[config.mk]
export PLATFORM = sky130hd
export DESIGN_NAME = alu_out_result_collector
export DESIGN_NICKNAME = d
export VERILOG_FILES = /design/src/rtl/alu_out_result_collector.sv
export SDC_FILE = /design/constraint.sdc
export NUM_CORES = 1
export LEC_CHECK = 0
export BUFFER_PORTS_ARGS = -buffer_cell sky130_fd_sc_hd__buf_2
export CORE_MARGIN = 10
export CORE_UTILIZATION = 25
export DETAILED_ROUTE_END_ITERATION = 12
export GPL_TIMING_DRIVEN = 0
export PLACE_DENSITY = 0.45
export SLEW_MARGIN = 25
export SYNTH_ARGS = -nofsm -noshare
export SYNTH_HDL_FRONTEND = slang
export SYNTH_SLANG_ARGS = --single-unit
[constraint.sdc]
create_clock -name alu_clk -period 4.9 [get_ports alu_clk]
set_input_delay 0.49 -clock alu_clk [delete_from_list [all_inputs] [get_ports alu_clk]]
set_output_delay 0.49 -clock alu_clk [all_outputs]
set_load 0.01 [all_outputs]
[src/rtl/alu_out_result_collector.sv]
// rtl/alu_out_result_collector.sv - multi-channel ALU result capture, round-robin arbitration, output FIFO
// Per-channel holding registers feed a shared FIFO; conflicting strobes are counted as drops.
module alu_out_result_collector #(
  parameter int NUM_CH       = 2,
  parameter int RESULT_WIDTH = 16,
  parameter int DEPTH        = 8,
  parameter int CNT_WIDTH    = 16,
  localparam int CH_W        = (NUM_CH > 1) ? $clog2(NUM_CH) : 1,
  localparam int AW          = $clog2(DEPTH),
  localparam int LW          = AW + 1
) (
  input  logic                           alu_clk,
  input  logic                           alu_rst,
  input  logic [NUM_CH-1:0]              done,
  input  logic [NUM_CH*RESULT_WIDTH-1:0] result,
  output logic                           out_valid,
  input  logic                           out_ready,
  output logic [RESULT_WIDTH-1:0]        out_result,
  output logic [CH_W-1:0]                out_ch,
  output logic [LW-1:0]                  level,
  output logic                           full,
  output logic                           empty,
  output logic [CNT_WIDTH-1:0]           drop_count,
  input  logic                           clear_drops
);

  localparam int EW = CH_W + RESULT_WIDTH;
  localparam int SW = CNT_WIDTH + 4;

  logic [NUM_CH-1:0]       hold_v_q, hold_v_d;
  logic [RESULT_WIDTH-1:0] hold_d_q [NUM_CH];
  logic [EW-1:0]           mem_q [DEPTH];
  logic [CH_W-1:0]         rr_ptr_q, rr_ptr_d;
  logic [AW-1:0]           wr_ptr_q, rd_ptr_q;
  logic [LW-1:0]           level_q, level_d;
  logic [CNT_WIDTH-1:0]    drop_q, drop_d;
  logic [SW-1:0]           drop_sum;
  logic                    pop, push_ok, grant_any;
  logic [CH_W-1:0]         grant_idx, idx;
  logic [NUM_CH-1:0]       grant, drop;

  assign full       = (level_q == LW'(DEPTH));
  assign empty      = (level_q == '0);
  assign out_valid  = ~empty;
  assign level      = level_q;
  assign drop_count = drop_q;
  assign pop        = out_valid & out_ready;
  assign push_ok    = ~full | pop;
  assign {out_ch, out_result} = mem_q[rd_ptr_q];

  // Round-robin search starting at rr_ptr; first pending channel wins.
  always_comb begin
    grant_any = 1'b0;
    grant_idx = '0;
    idx       = '0;
    for (int k = 0; k < NUM_CH; k++) begin
      idx = CH_W'((int'(rr_ptr_q) + k) % NUM_CH);
      if (push_ok && !grant_any && hold_v_q[idx]) begin
        grant_any = 1'b1;
        grant_idx = idx;
      end
    end
  end

  always_comb begin
    grant = '0;
    if (grant_any) grant[grant_idx] = 1'b1;
  end

  assign drop = done & hold_v_q & ~grant;

  always_comb begin
    drop_sum = {4'b0, drop_q};
    for (int i = 0; i < NUM_CH; i++) drop_sum = drop_sum + SW'(drop[i]);
    if (clear_drops)
      drop_d = '0;
    else if (drop_sum > {4'b0, {CNT_WIDTH{1'b1}}})
      drop_d = {CNT_WIDTH{1'b1}};
    else
      drop_d = drop_sum[CNT_WIDTH-1:0];
  end

  // A reload in the granted cycle keeps the channel pending.
  always_comb begin
    hold_v_d = hold_v_q;
    for (int i = 0; i < NUM_CH; i++) begin
      if (done[i] && !drop[i]) hold_v_d[i] = 1'b1;
      else if (grant[i])       hold_v_d[i] = 1'b0;
    end
  end

  always_comb begin
    rr_ptr_d = rr_ptr_q;
    if (grant_any) rr_ptr_d = (grant_idx == CH_W'(NUM_CH - 1)) ? '0 : grant_idx + 1'b1;
  end

  always_comb begin
    level_d = level_q;
    case ({grant_any, pop})
      2'b10:   level_d = level_q + LW'(1);
      2'b01:   level_d = level_q - LW'(1);
      default: level_d = level_q;
    endcase
  end

  always_ff @(posedge alu_clk or negedge alu_rst) begin
    if (!alu_rst) begin
      hold_v_q <= '0;
      rr_ptr_q <= '0;
      wr_ptr_q <= '0;
      rd_ptr_q <= '0;
      level_q  <= '0;
      drop_q   <= '0;
    end else begin
      hold_v_q <= hold_v_d;
      rr_ptr_q <= rr_ptr_d;
      level_q  <= level_d;
      drop_q   <= drop_d;
      if (grant_any) wr_ptr_q <= wr_ptr_q + 1'b1;
      if (pop)       rd_ptr_q <= rd_ptr_q + 1'b1;
    end
  end

  always_ff @(posedge alu_clk) begin
    if (grant_any) mem_q[wr_ptr_q] <= {grant_idx, hold_d_q[grant_idx]};
    for (int i = 0; i < NUM_CH; i++) begin
      if (done[i] && !drop[i]) hold_d_q[i] <= result[i*RESULT_WIDTH +: RESULT_WIDTH];
    end
  end

endmodule
==> impl_metrics.ini <==
[final_layout]
layout.filler_cells = 3084
syn2layout_area_growth_pct = 20.7
final_util_pct = 30.4
layout.cells.most_common_list = 168 x edfxtp_1, 84 x buf_2, 34 x mux4_2
finalInstanceArea_sq_um = 9550
layout.nets = 573
most_common_cell_after_layout_fill_and_taps_aside = edfxtp_1
stdcell_count = 943
drive_above_1_share_pct = 39.3

[synthesis]
synth_compound_gate_area_share_pct = 2.26
share_of_the_synthesized_area_in_the_top_cell_type_pct = 63.8
synth_seq_cells = 197
synthDominantAreaCellType = edfxtp_1
synth_simple_gate_area_share_pct = 4.89
synthMuxAreaShare_pct = 14.7
postSynthAreaPerCell_sq_um = 19.0
share_of_the_synthesized_netlist_area_taken_by_xor_and_xnor_gates_pct = 1.77
synth-adder-area-share_pct = 1.61
yosys_warnings = 0
postSynth.topFlopCell = edfxtp_1
number_of_enable_flip_flop_cells_after_synthesis = 168
synth.top_cells.by_area = edfxtp_1 64%, mux4_2 9.7%, dfrtp_1 9.2%
syn-cell-area_sq_um = 7910
syn-instance-count = 416
dominant_combinational_cell_family_by_area_after_synthesis = multiplexers
synth_sequential_area_ratio_pct = 73.0
postSynth.asyncResetShare_pct = 14.7
synthDistinctLibCells = 49
synth.net_count = 463

[sta]
fin_crit_sh_pct = 74.3
post-route-min-period_ps = 3640
fmax_ghz = 0.275
slew_violations = 0
rsz0062_at_grt = false
relSlewSlack_pct = 41.3
setup_violations = 0
transition_at_the_pin_with_the_smallest_max_transition_slack_ps = 881
timing_hold_violations_final = 0
postLayoutSetupSlackWorst_ps = 1260
worst_clock_skew_ps = 10.4

[hold_path]
min_path_type = in -> async

[detailed_routing]
drt_iter0_markers = 166
via_count = 4069
post_drt_via_cell_ratio = 4.31
firstDrtPassIters = 4
totalWireLength_mm = 17.8
post_drt_wl_per_cell_um = 18.9
total_drc_errors_in_the_routed_layout = 0
drt.antenna.violating_nets = 0

[global_routing]
antenna_found_initial = 3
pin_count_of_the_biggest_net_entering_global_routing = 30
grt-ovfl-total = 0
grt_pass1_vias = 4472
grt_first_pass_wirelength_mm = 27.4
grt_util_all_layers_pct = 9.38

[clock_network]
post_cts_resize_count = 0
cts_tree = done
cts_htree_levels = 4
clk_latency_ps = 430
cts-hold-fix-buffers = 0
cts.path.max_buffers = 2
cts.sinks = 197
cts_inserted_buffers = 17
root_buffer_cell = clkbuf_16
post_cts_buffers = 0
clkSlewWorstSetupHoldPaths_ps = 70

[critical_path]
endpoint_kind = register
crit_path_frequent_cell = inv_1
timing.critical_path.buf_inv = 4
cp_slowest_stage_delay_ps = 590
critical-path-slowest-cell = or4b_4
startpoint_to_endpoint_class_of_the_critical_path = reg -> reg
crit_chain = or4b_4 > o221ai_2 > buf_6 > nand3_1 > fa_1 > inv_1 > ha_1 > inv_1 > nor4_4 > nand4_1 > buf_2 > a21oi_1
worst_path_dominant_cell_family = simple AND/OR/NAND/NOR gates
critPathRequiredTime_ps = 5240
cp_data_arrival_time_ps = 3980
biggest_fanout_along_the_worst_timing_path = 10
startpoint_type = register

[placement]
placed_cells = 909
dpl_worst_slack_ps = 1220
placer_congestion = 0.845
hpwl_mm = 12.8
io_buffer_count = 76
dpl_cell_area_sq_um = 8960

[die]
pin_count = 78
die-width_um = 198
die_height_um = 198
floorplan.die_area_sq_um = 39200
fp-row-count = 65
initial_core_util_pct = 25.2
floorplan.core_area_sq_um = 31400

[flow_run]
count_of_max_cap_constraint_violations = 0

[power]
leakage_nw = 3.37
finalPower_mw = 5.99
vdd_ir_drop_max_uv = 307
power_per_cell_area_nw_per_um2 = 627

[status]
outcome = completed
-- final cells by class --
| class | instances | area [sq um] | area share (%) |
|---|---|---|---|
| clock buffers | 18 | 429 | 4.49 |
| clock inverters | 14 | 153 | 1.60 |
| inverters | 14 | 52.6 | 0.550 |
| multi-input cells | 187 | 2060 | 21.5 |
| diodes | 2 | 5.00 | 0.0524 |
| plain buffers | 18 | 91.3 | 0.957 |
| well taps | 402 | 503 | 5.27 |
| flip-flops and latches | 197 | 5770 | 60.4 |
| repair buffers | 91 | 488 | 5.11 |
-- routing by layer --
metal,global-route usage (%),vias to the layer above,wire length [um]
met2,15.7,90,8930
met3,2.77,17,810
met1,11.4,2094,7880
li1,-,1866,-
met4,2.79,2,198
met5,0,-,18
-- Yosys cell counts, types with 3 or more instances --
cell type / n
inv_1: 13
clkbuf_1: 7
o21ai_0: 4
nor3_1: 9
nor2_1: 8
nor4_1: 3
ha_1: 7
nand2b_1: 5
dfrtp_1: 29
xor2_1: 6
edfxtp_1: 168
buf_2: 6
and2_1: 3
nand4_1: 3
nand3_1: 5
mux2_2: 32
mux4_2: 34
nand2_1: 15
a21oi_1: 15
xnor2_1: 10
-- flip-flops by register name, indices dropped and copies added (netlist names) --
| name | count |
|---|---|
| mem_q | 136 |
| hold_d_q | 32 |
| drop_count | 16 |
| level | 4 |
| rd_ptr_q | 3 |
| wr_ptr_q | 3 |
| hold_v_q | 2 |
| rr_ptr_q | 1 |
-- per-stage QoR --
stage               TNS (ps)  hold slack, ps
finish                     0             122
global route               0             158
CTS                        0             138
detailed placement         0             545
global placement       -3640             537
floorplan                  0             194
-- worst reg2reg max path: cells and delay by family, from the launching register on --
| kind | cells | cell delay [ps] |
|---|---|---|
| AOI/OAI and AO/OA | 2 | 430 |
| and+or+nand+nor | 4 | 1330 |
| DFF | 1 | 460 |
| adders and majority gates | 2 | 640 |
| buffers and inverters | 4 | 710 |
-- final timing paths --
kind                                  end  slack, ps       from  cells after the start
max                        drop_count[13]       1260   level[0]                     12
min                        drop_count[13]        120    alu_rst                      1
max reg2reg                drop_count[13]       1260   level[0]                     12
min reg2reg                      rr_ptr_q        560   rr_ptr_q                      2
max in group asynchronous     rd_ptr_q[2]       4310    alu_rst                      1
min in group alu_clk       hold_d_q[0][5]        240  result[5]                      1
-- kinds of logic after synthesis --
| kind of cell | Yosys count |
|---|---|
| DFF | 197 |
| muxes | 69 |
| and+or+nand+nor | 64 |
| buffers and inverters | 32 |
| AOI/OAI and AO/OA | 29 |
| xor gates and xnor gates | 16 |
| adders and majority gates | 9 |
-- report_power, final --
group	internal [mW]	leakage, nW	total [mW]	switching, mW
clock network	0.759	0.275	1.38	0.618
registers	2.45	1.93	2.60	0.145
logic	0.868	1.17	2.01	1.15
total	4.08	3.37	5.99	1.91
(Power assumes the default switching activity.)
